$ cat src/rtl/enc8x3_stream.sv
// enc8x3_stream: registered 8-to-3 priority encoder with valid/ready on both
// sides. Two-stage pipeline: S1 captures the raw request word, S2 holds the
// encoded index plus zero/multi flags. Words that are not strictly one-hot
// bump a saturating error counter when they move into S2.
module enc8x3_stream #(
    parameter int unsigned PRIORITY_HIGH = 1  // 1: highest set bit wins, 0: lowest
) (
    input  logic       clk,
    input  logic       rst,
    input  logic [7:0] A,
    input  logic       a_valid,
    output logic       a_ready,
    output logic [2:0] Y,
    output logic       y_zero,
    output logic       y_multi,
    output logic       y_valid,
    input  logic       y_ready,
    output logic [7:0] err_count
);

    // Stage 1: capture register
    logic       s1_valid_q, s1_valid_d;
    logic [7:0] s1_a_q,     s1_a_d;

    // Stage 2: output register
    logic       y_valid_q,  y_valid_d;
    logic [2:0] y_q,        y_d;
    logic       y_zero_q,   y_zero_d;
    logic       y_multi_q,  y_multi_d;

    // Saturating count of non-one-hot words
    logic [7:0] err_q,      err_d;

    // Handshake qualifiers
    logic       accept;
    logic       advance;

    // Encoder results computed from the S1 word
    logic [2:0] enc_idx;
    logic [3:0] enc_pop;
    logic       enc_zero;
    logic       enc_multi;

    // Ready depends only on registered state and the downstream ready, never
    // on a_valid, so no combinational loop can form through the upstream.
    assign a_ready = !rst && (!s1_valid_q || !y_valid_q || y_ready);
    assign accept  = a_valid && a_ready;
    assign advance = s1_valid_q && (!y_valid_q || y_ready);

    // Priority encode and popcount of the S1 word. The scan order makes the
    // last set bit visited the winner, so direction selects the priority.
    always_comb begin
        enc_idx = 3'd0;
        enc_pop = 4'd0;
        if (PRIORITY_HIGH != 0) begin
            for (int i = 0; i < 8; i++) begin
                if (s1_a_q[i]) enc_idx = 3'(i);
            end
        end else begin
            for (int i = 7; i >= 0; i--) begin
                if (s1_a_q[i]) enc_idx = 3'(i);
            end
        end
        for (int i = 0; i < 8; i++) begin
            enc_pop = enc_pop + {3'd0, s1_a_q[i]};
        end
        enc_zero  = (enc_pop == 4'd0);
        enc_multi = (enc_pop >= 4'd2);
    end

    // Next-state for both pipeline stages and the error counter
    always_comb begin
        s1_valid_d = s1_valid_q;
        s1_a_d     = s1_a_q;
        y_valid_d  = y_valid_q;
        y_d        = y_q;
        y_zero_d   = y_zero_q;
        y_multi_d  = y_multi_q;
        err_d      = err_q;

        // S2 drains when the consumer takes it; a refill below overrides.
        if (y_ready) y_valid_d = 1'b0;

        if (advance) begin
            y_valid_d  = 1'b1;
            y_d        = enc_idx;
            y_zero_d   = enc_zero;
            y_multi_d  = enc_multi;
            s1_valid_d = 1'b0;
            if ((enc_zero || enc_multi) && (err_q != 8'hFF)) begin
                err_d = err_q + 8'd1;
            end
        end

        // A new word lands in S1 even when S1 advanced on the same edge.
        if (accept) begin
            s1_valid_d = 1'b1;
            s1_a_d     = A;
        end
    end

    // State registers with synchronous reset; reset discards in-flight words
    always_ff @(posedge clk) begin
        if (rst) begin
            s1_valid_q <= 1'b0;
            s1_a_q     <= 8'd0;
            y_valid_q  <= 1'b0;
            y_q        <= 3'd0;
            y_zero_q   <= 1'b0;
            y_multi_q  <= 1'b0;
            err_q      <= 8'd0;
        end else begin
            s1_valid_q <= s1_valid_d;
            s1_a_q     <= s1_a_d;
            y_valid_q  <= y_valid_d;
            y_q        <= y_d;
            y_zero_q   <= y_zero_d;
            y_multi_q  <= y_multi_d;
            err_q      <= err_d;
        end
    end

    assign Y         = y_q;
    assign y_zero    = y_zero_q;
    assign y_multi   = y_multi_q;
    assign y_valid   = y_valid_q;
    assign err_count = err_q;

endmodule

$ cat config.mk
export PLATFORM = sky130hd
export DESIGN_NAME = enc8x3_stream
export DESIGN_NICKNAME = d
export VERILOG_FILES = /design/src/rtl/enc8x3_stream.sv
export SDC_FILE = /design/constraint.sdc
export NUM_CORES = 1
export LEC_CHECK = 0
export ABC_AREA = 1
export CAP_MARGIN = 40
export CORE_UTILIZATION = 50
export CTS_CLUSTER_DIAMETER = 60
export CTS_CLUSTER_SIZE = 30
export DETAILED_ROUTE_END_ITERATION = 6
export PLACE_DENSITY_LB_ADDON = 0.12
export SYNTH_ARGS = -nofsm -noshare
export SYNTH_HDL_FRONTEND = slang
export SYNTH_SLANG_ARGS = --single-unit
export TNS_END_PERCENT = 5
$ cat constraint.sdc
create_clock -name clk -period 3.8 [get_ports clk]
set_input_delay 0.38 -clock clk [delete_from_list [all_inputs] [get_ports clk]]
set_output_delay 0.38 -clock clk [all_outputs]
set_load 0.05 [all_outputs]
# Word level (Yosys, flattened, before mapping)
# Cells that the tools add are included.
op_classes:
  n_addsub: 8
  n_lt_le_gt_ge: 1
  eq_ne: 1
  n_mux: 11
  reduce_logical: 15
ops:
  columns: ["op", "n"]
  rows:
  - ["two-way mux 3 bit", 6]
  - ["adder 4 x 1 -> 4 bit", 4]
  - ["adder 8 x 1 -> 8 bit (second input constant)", 1]
  - ["!= test 8 bit (second input constant)", 1]
  - ["two-way mux 1 bit", 5]
  - ["adder 3 x 1 -> 4 bit", 1]
  - [">= comparator 4 x 2 -> 1 bit (second input constant)", 1]
  - ["logical AND 1 bit", 4]
  - ["logical NOT 4 bit", 1]
  - ["logical OR 1 bit", 4]
  - ["nonzero test 2 bit", 2]
  - ["adder 2 x 1 -> 3 bit", 1]
  - ["logical NOT 1 bit", 3]
  - ["adder 1 x 1 -> 2 bit", 1]
  - ["AND reduction 2 bit", 1]
word_totals:
  register_bits: 23
  out_inout_bits: 15

# Depth between registers and ports, before layout
# Gate-level depths: netlist of the first run.
depth:
  word_depth: 11
  ltp_mapped: 16

# Worst setup path before layout of the first run
# No wires, ideal clock.
synth_path:
  kind: "reg-to-reg"
  from: "register s1_a_q[0]"
  to: "register err_q[0] (netlist: err_count[0])"
  arrival_ps: 3070
  required_ps: 3684
  setup_slack_ps: 614
  stages_incl_launch_ff: 16
  synth_period_minus_slack_ps: 3186
  path_cell_list: "dfxtp_1 -> inv_1 -> fa_1 -> fa_1 -> fa_1 -> inv_1 -> ha_1 -> inv_1 -> fa_1 -> inv_1 -> nor2_1 -> nand3_2 -> nand2_4 -> inv_2 -> nor2_1 -> nor2_1"
synth_between:
  elab_chain_cells: 11
synth_rtl:
  columns: ["item", "line_no", "rtl"]
  rows:
  - ["start, declared", "23", "logic [7:0] s1_a_q, s1_a_d;"]
  - ["start signal, assigned", "106", "s1_a_q <= 8'd0;"]
  - ["start signal, assigned", "114", "s1_a_q <= s1_a_d;"]
  - ["adder 1 x 1 -> 2 bit *", "65", "enc_pop = enc_pop + {3'd0, s1_a_q[i]};"]
  - ["adder 2 x 1 -> 3 bit *", "65", null]
  - ["adder 3 x 1 -> 4 bit *", "65", null]
  - ["adder 4 x 1 -> 4 bit * (4 in series)", "65", null]
  - [">= comparator 4 x 2 -> 1 bit or logical NOT 4 bit (tied branches)", "68, 67", null]
  - ["logical OR 1 bit *", "90", "if ((enc_zero || enc_multi) && (err_q != 8'hFF)) begin"]
  - ["logical AND 1 bit *", "90", null]
  - ["AND reduction 2 bit (no line) *", null, null]
  - ["end signal, assigned", "119", "err_q <= err_d;"]
  - ["end, declared", "32", "logic [7:0] err_q, err_d;"]
# Mark *: on every way between the ends. The rest lies on a longest branch, timed or not.
# A chain may end at the register's enable or synchronous reset.

# Final worst setup path of the first run
layout_path:
  from: "register s1_a_q[3]"
  to: "register err_q[1] (netlist: err_count[1])"
layout_between:
  elab_chain_cells: 9
layout_rtl:
  columns: ["item", "line_no"]
  rows:
  - ["adder 3 x 1 -> 4 bit *", "65"]
  - ["adder 4 x 1 -> 4 bit * (4 in series)", "65"]
  - [">= comparator 4 x 2 -> 1 bit or logical NOT 4 bit (tied branches)", "68, 67"]
  - ["logical OR 1 bit *", "90"]
  - ["logical AND 1 bit *", "90"]
  - ["AND reduction 2 bit (no line) *", null]
# Marked as above.

==> flow_metrics.py, run 1 <==
metrics = {
    "outcome": {
        "status": "completed",
    },
    "worst_setup_path": {
        "crit_type": "register to register",
        "worstPathArrival_ns": 3.67,
        "cp_slowest_cell": "fa_1",
        "worstSetupStartpointType": "register",
        "endpoint_kind": "register",
        "crit_chain": "inv_1 -> fa_1 -> fa_1 -> fa_1 -> inv_1 -> ha_1 -> inv_1 -> fa_1 -> inv_1 -> nor2_1 -> nand3_2 -> nand2_4 -> inv_2 -> nor2_1 -> nor2_1",
        "slowest_delay_ns": 0.52,
        "r2r_cells": 15,
        "worstReg2RegStart": "s1_a_q[3]",
        "r2r-end": "err_count[1]",
        "cp.required_ns": 4.04,
        "cp_max_fo": 9,
        "reg2reg_slack_ns": 0.37,
    },
    "cts": {
        "insertion_delay_ns": 0.32,
        "cts_resized": 0,
        "cts_tree": "built",
        "htree_levels": 1,
        "ctsHoldBuffers": 0,
        "cts_made_buffers": 3,
        "cts_sinks": 23,
        "cts-root-buf": "clkbuf_4",
        "clk_pin_slew_ns": 0.14,
        "cts_buffer_depth": 2,
        "postCtsSetupRepairBufs": 0,
    },
    "sta": {
        "tightest_slew_ns": 0.603,
        "fmax_ghz": 0.292,
        "hold_viol": 0,
        "finClkSkew_ns": 0.0165,
        "rsz0062_at_grt": "false",
        "timing.final.crit_period_ns": 3.43,
        "setup_viol": 0,
        "tns_ns": 0,
        "slew_viol_final": 0,
        "finalCritPeriodShare_pct": 90.2,
        "slew_headroom_pct": 59.7,
    },
    "cells_and_area": {
        "final_cell_mix": "nand2_1 (31), clkdlybuf4s50_1 (26), inv_1 (24)",
        "n_fill_cell": 234,
        "layout_commonest_cell": "nand2_1",
        "layout.nets": 212,
        "diodes": 0,
        "drive_above_1_share_pct": 12.6,
        "area_growth_pct": 24.4,
        "final_util_pct": 65.2,
    },
    "detailed_routing": {
        "wl_met3_um": 83,
        "highest_layer": "met4",
        "drc": 0,
        "firstDrtPassIters": 4,
        "wire_per_inst_um": 12.1,
        "ant_nets": 0,
        "wl_met1_mm": 1.11,
        "drtIter0Drc": 22,
        "viasPerCell": 5.05,
        "wl_met2_mm": 1.44,
        "drt_wl_total_mm": 2.68,
        "vias": 1116,
    },
    "synth": {
        "synth_top_family_by_area": "simple AND/OR/NAND/NOR gates",
        "syn_inst": 163,
        "synthSimpleGateAreaFrac_pct": 26.2,
        "ys_seq_area_share_pct": 35.8,
        "synth_mux_area_share_pct": 0,
        "synthXorXnorAreaFrac_pct": 2.04,
        "synth_compound_area_share_pct": 16.3,
        "ys_seq_elements": 23,
        "synthAdderAreaFrac_pct": 10.1,
        "synth_top_area_share_pct": 35.8,
        "synth_area_sq_um": 1290,
        "yosys-top-cells-area": "dfxtp_1 (36%), nand2_1 (9.0%), inv_1 (7.0%)",
        "synthesis.nets": 183,
        "yosysWarningCount": 0,
        "synth_area_leader_cell": "dfxtp_1",
        "synthDistinctLibCells": 26,
        "avgSynthCellArea_sq_um": 7.90,
    },
    "global_route": {
        "grt_pass1_wl_mm": 4.31,
        "grt.total_usage_pct": 21.5,
        "grt_max_degree": 20,
        "grt_pass1_vias": 1071,
        "antenna_found_initial": 0,
        "grt-ovfl-total": 0,
    },
    "floorplan": {
        "num_rows": 18,
        "start_util_pct": 52.4,
        "die_w_um": 52.7,
        "dieArea_sq_um": 2780,
        "die_h_um": 52.7,
        "core_sq_um": 2450,
        "ios": 27,
    },
    "job": {
        "drv_cap": 0,
    },
    "placed_design": {
        "place.port_buffers": 26,
        "gp_congestion": 0.776,
        "hpwlAfterDp_mm": 2.11,
    },
    "pwr": {
        "powerDensity_nw_per_um2": 366,
        "p_leak_uw": 0.000660,
        "ir_drop_mv": 0.229,
    },
    "worst_hold_path": {
        "hold_path_class": "register to register",
        "min_to": "err_count[7]",
        "worstHoldPathCells": 2,
        "min-delay-start": "err_count[7]",
    },
}
==> final cells by class <==
cell class | instances | area [sq um] | area share [%]
clock buffer | 3 | 22.5 | 1.41
clock inverter | 1 | 7.51 | 0.469
inverter | 27 | 101 | 6.33
multi-input combinational | 110 | 704 | 44.0
sequential | 23 | 460 | 28.7
tap | 30 | 37.5 | 2.34
timing repair buffer | 27 | 268 | 16.7
==> how the worst max path moves through the flow <==
| stage | from | endpoint |
|---|---|---|
| CTS | s1_a_q[3] | err_count[1] |
| floorplan | s1_a_q[0] | err_count[0] |
| global route | s1_a_q[1] | err_count[1] |
| detailed placement | s1_a_q[3] | err_count[1] |
| global placement | s1_a_q[1] | err_count[0] |
| finish | s1_a_q[3] | err_count[1] |
==> registers in the layout, indices dropped and copies added, names as in the netlist <==
signal / count
err_count: 8
s1_a_q: 8
Y: 3
s1_valid_q: 1
y_multi: 1
y_valid: 1
y_zero: 1
==> critical path, delay by kind of cell (launching register included) <==
family | cells | cell delay [ns]
AND/OR/NAND/NOR | 5 | 0.65
flip-flops | 1 | 0.39
buffers and inverters | 5 | 0.28
adder cells (fa/ha/maj) | 5 | 2.01
==> metal layers <==
layer / vias up / track usage, %
li1: 577 / -
met1: 506 / 22.6
met2: 27 / 40.9
met3: 6 / 3.19
met4: 0 / 9.65
met5: - / 0
==> kinds of logic after synthesis <==
group           after synthesis
compound gates               31
flops                        23
xor+xnor                      3
simple gates                 68
fa+ha+maj                     8
buf+inv                      30
==> synth_stat cells <==
cell and instances:
a21oi_1 7, a21oi_2 3, a21oi_4 1, a31oi_1 2
buf_2 2, buf_6 1, dfxtp_1 23, fa_1 4
ha_1 4, inv_1 24, inv_2 3, nand2_1 31
nand2_2 2, nand2_4 3, nand3_1 9, nand3_2 1
nand3b_1 2, nor2_1 16, nor2_2 1, nor2_4 2
nor3_4 1, o21ai_0 10, o31ai_1 6, o31ai_2 2
xnor2_1 1, xor2_1 2
==> power by group <==
| group | switching, uW | internal, uW | leakage [uW] | total [uW] |
|---|---|---|---|---|
| Sequential | 12.1 | 258 | 0.000189 | 270 |
| Clock | 79.1 | 40.2 | 0.0000139 | 119 |
| Combinational | 125 | 71.7 | 0.000458 | 197 |
==> metrics by stage <==
step | cell area, sq um | hold WS (ns) | power [uW] | worst slack, ns | instances
detailed placement | 1570 | 0.514 | 473 | 0.388 | 217
CTS | 1600 | 0.536 | 590 | 0.367 | 221
floorplan | 1290 | 0.476 | 416 | 0.614 | 163
global placement | 1570 | 0.501 | 464 | 0.520 | 217
global route | 1600 | 0.560 | 616 | 0.193 | 221
finish | 1600 | 0.530 | 587 | 0.373 | 221
No activity file was read; power rests on OpenSTA's default activity.
==> run 2, diff against run 1 <==
Settings changed: ABC_AREA 1 to 0, CORE_UTILIZATION 50 to 49.
==> run 2 against run 1 <==
Wire length is 5.8% lower. Sequential cell count stayed put. Count of clock-buffer cells in the layout is 1 higher. Combinational power is 15% higher. Via count is 4.1% lower. Clock skew is 0.014 ns lower.
==> flow_metrics.py, run 2 <==
metrics = {
    "synth": {
        "syn_inst": 137,
        "synthesis.nets": 157,
        "yosysWarningCount": 0,
        "synth_edf_count": 0,
        "yosys-top-cells-area": "dfxtp_1 (38%), fa_1 (6.6%), mux2_2 (6.5%)",
        "synth_top_area_share_pct": 37.8,
        "synth_area_leader_cell": "dfxtp_1",
        "ys_dominant_reg_cell": "dfxtp_1",
        "ys_seq_elements": 23,
        "synthDistinctLibCells": 33,
        "synth_area_sq_um": 1220,
        "async_flop_share_pct": 0,
        "avgSynthCellArea_sq_um": 8.89,
        "synth_most_common_cell": "dfxtp_1",
        "ys_seq_area_share_pct": 37.8,
        "synth_common_cells": "dfxtp_1 (23), inv_1 (17), nor2_1 (15), a21oi_1 (12), mux2_2 (7)",
    },
    "detailed_routing": {
        "viasPerCell": 5.52,
        "wl_met1_mm": 1.20,
        "wire_per_inst_um": 13.0,
        "vias": 1070,
        "ant_nets": 0,
        "drt_wl_total_mm": 2.52,
        "wl_met2_mm": 1.16,
        "wl_met3_um": 108,
        "firstDrtPassIters": 4,
        "drc": 0,
        "drtIter0Drc": 27,
        "highest_layer": "met4",
    },
    "pwr": {
        "powerDensity_nw_per_um2": 392,
        "p_leak_uw": 0.000598,
        "ir_drop_mv": 0.232,
        "finalPower_uw": 612,
    },
    "cts": {
        "cts_made_buffers": 3,
        "ctsHoldBuffers": 0,
        "clk_pin_slew_ns": 0.12,
        "insertion_delay_ns": 0.32,
        "htree_levels": 1,
        "cts_tree": "built",
        "cts_sinks": 23,
        "cts-root-buf": "clkbuf_4",
        "cts_buffer_depth": 2,
    },
    "worst_hold_path": {
        "min-delay-start": "Y[2]",
        "min_to": "Y[2]",
        "worstHoldPathCells": 2,
        "hold_path_class": "register to register",
    },
    "floorplan": {
        "die_w_um": 51.8,
        "start_util_pct": 53.5,
        "core_sq_um": 2280,
        "num_rows": 17,
        "die_h_um": 51.8,
        "dieArea_sq_um": 2690,
        "ios": 27,
    },
    "placed_design": {
        "dpl_cell_area_sq_um": 1510,
        "place.port_buffers": 26,
        "hpwlAfterDp_mm": 1.89,
        "dp.cells": 189,
        "gp_congestion": 0.881,
    },
    "worst_setup_path": {
        "endpoint_kind": "register",
        "r2r_cells": 13,
        "worstPathArrival_ns": 3.94,
        "cp.required_ns": 4.06,
        "crit_type": "register to register",
        "worstSetupStartpointType": "register",
        "worstReg2RegStart": "s1_a_q[3]",
        "cp_max_fo": 9,
        "r2r-end": "err_count[2]",
        "reg2reg_slack_ns": 0.12,
    },
    "cells_and_area": {
        "stdcell_count": 194,
        "diodes": 0,
        "layout_commonest_cell": "clkdlybuf4s50_1",
        "final_cell_area_sq_um": 1560,
        "layout.nets": 187,
        "area_growth_pct": 28.4,
        "final_cell_mix": "clkdlybuf4s50_1 (26), dfxtp_1 (22), inv_1 (16)",
        "drive_above_1_share_pct": 12.7,
    },
    "sta": {
        "whs_ns": 0.466,
        "fmax_ghz": 0.272,
        "tightest_slew_ns": 0.648,
        "hold_viol": 0,
        "timing.final.crit_period_ns": 3.68,
        "finalCritPeriodShare_pct": 96.9,
        "rsz0062_at_grt": "true",
        "finClkSkew_ns": 0.00285,
        "tns_ns": 0,
        "slew_headroom_pct": 55.7,
        "slew_viol_final": 0,
        "setup_viol": 0,
    },
    "global_route": {
        "grt-ovfl-total": 0,
        "grt_pass1_vias": 944,
        "grt_max_degree": 26,
        "grt.total_usage_pct": 21.5,
        "antenna_found_initial": 0,
        "grt_pass1_wl_mm": 4.24,
    },
    "outcome": {
        "status": "completed",
    },
    "job": {
        "drv_cap": 0,
    },
}
## run 2: cell types whose count changed after synthesis, moves of 5 or more
cell,before,now
nand2_1,31,6
o21ai_0,10,4
inv_1,24,17
nand3_1,9,3
mux2_2,0,7
a21oi_1,7,12
## run 2: area by class of cell
type | count | area (sq um)
fill | 186 | 713
multi-input combinational | 93 | 693
sequential | 23 | 462
timing repair buffer | 29 | 283
inverter | 17 | 63.8
tap | 28 | 35.0
clock buffer | 4 | 26.3
## run 2: routing by layer
layer	vias up	global-route usage, %
li1	538	-
met1	497	29.5
met2	30	32.5
met3	5	3.22
met4	0	11.3
met5	-	0
## run 2: what timing repair did
item | in CTS | in global routing
pin swaps | 0 | 2
setup buffers | 0 | 1
gates resized for setup | 1 | 5
setup endpoints to repair | 1 | 5
## run 2: stage by stage
step                      setup WS, ns  utilization [%]
after global placement          0.0998             66.4
after CTS                       0.0457             67.7
final                            0.117             68.7
after detailed placement        0.0137             66.4
after global routing           -0.0237             68.7
after floorplan                  0.356                -
## run 2: critical path, stage by stage (launching register included)
cell and delay, ns:
dfxtp_1 0.36, inv_1 0.08, fa_1 0.45, fa_1 0.51
fa_1 0.40, inv_1 0.07, ha_2 0.19, inv_2 0.05
fa_2 0.48, nand4b_1 0.16, o21ai_4 0.11, buf_4 0.17
or4_1 0.46, a21oi_1 0.14
## run 2: cells by family after synthesis
kind of cell / share of synthesized area, %
simple gates: 20.6
compound gates: 16.0
flops: 37.8
buf+inv: 6.58
mux: 8.32
fa+ha+maj: 10.7
## run 2: how the worst max path moves through the flow
stage | startpoint | to | slack, ns | cells after the start
2_1_floorplan | s1_a_q[0] | err_count[6] | 0.36 | 12
3_3_place_gp | s1_a_q[3] | err_count[2] | 0.1 | 13
3_5_place_dp | s1_a_q[0] | err_count[2] | 0.01 | 13
4_1_cts | s1_a_q[0] | err_count[2] | 0.05 | 13
5_1_grt | s1_a_q[3] | err_count[2] | -0.02 | 13
6_report | s1_a_q[3] | err_count[2] | 0.12 | 13
## run 2: where the power goes
group	total (uW)	internal, uW	switching, uW
registers	269	257	12.2
logic	227	96.7	131
clock network	116	41.1	74.8
==> run 3, diff against run 2 <==
Settings changed: SLEW_MARGIN set to 40.
==> results of run 3 <==
No change in the layout: final DEF, timing and power equal those of run 2.
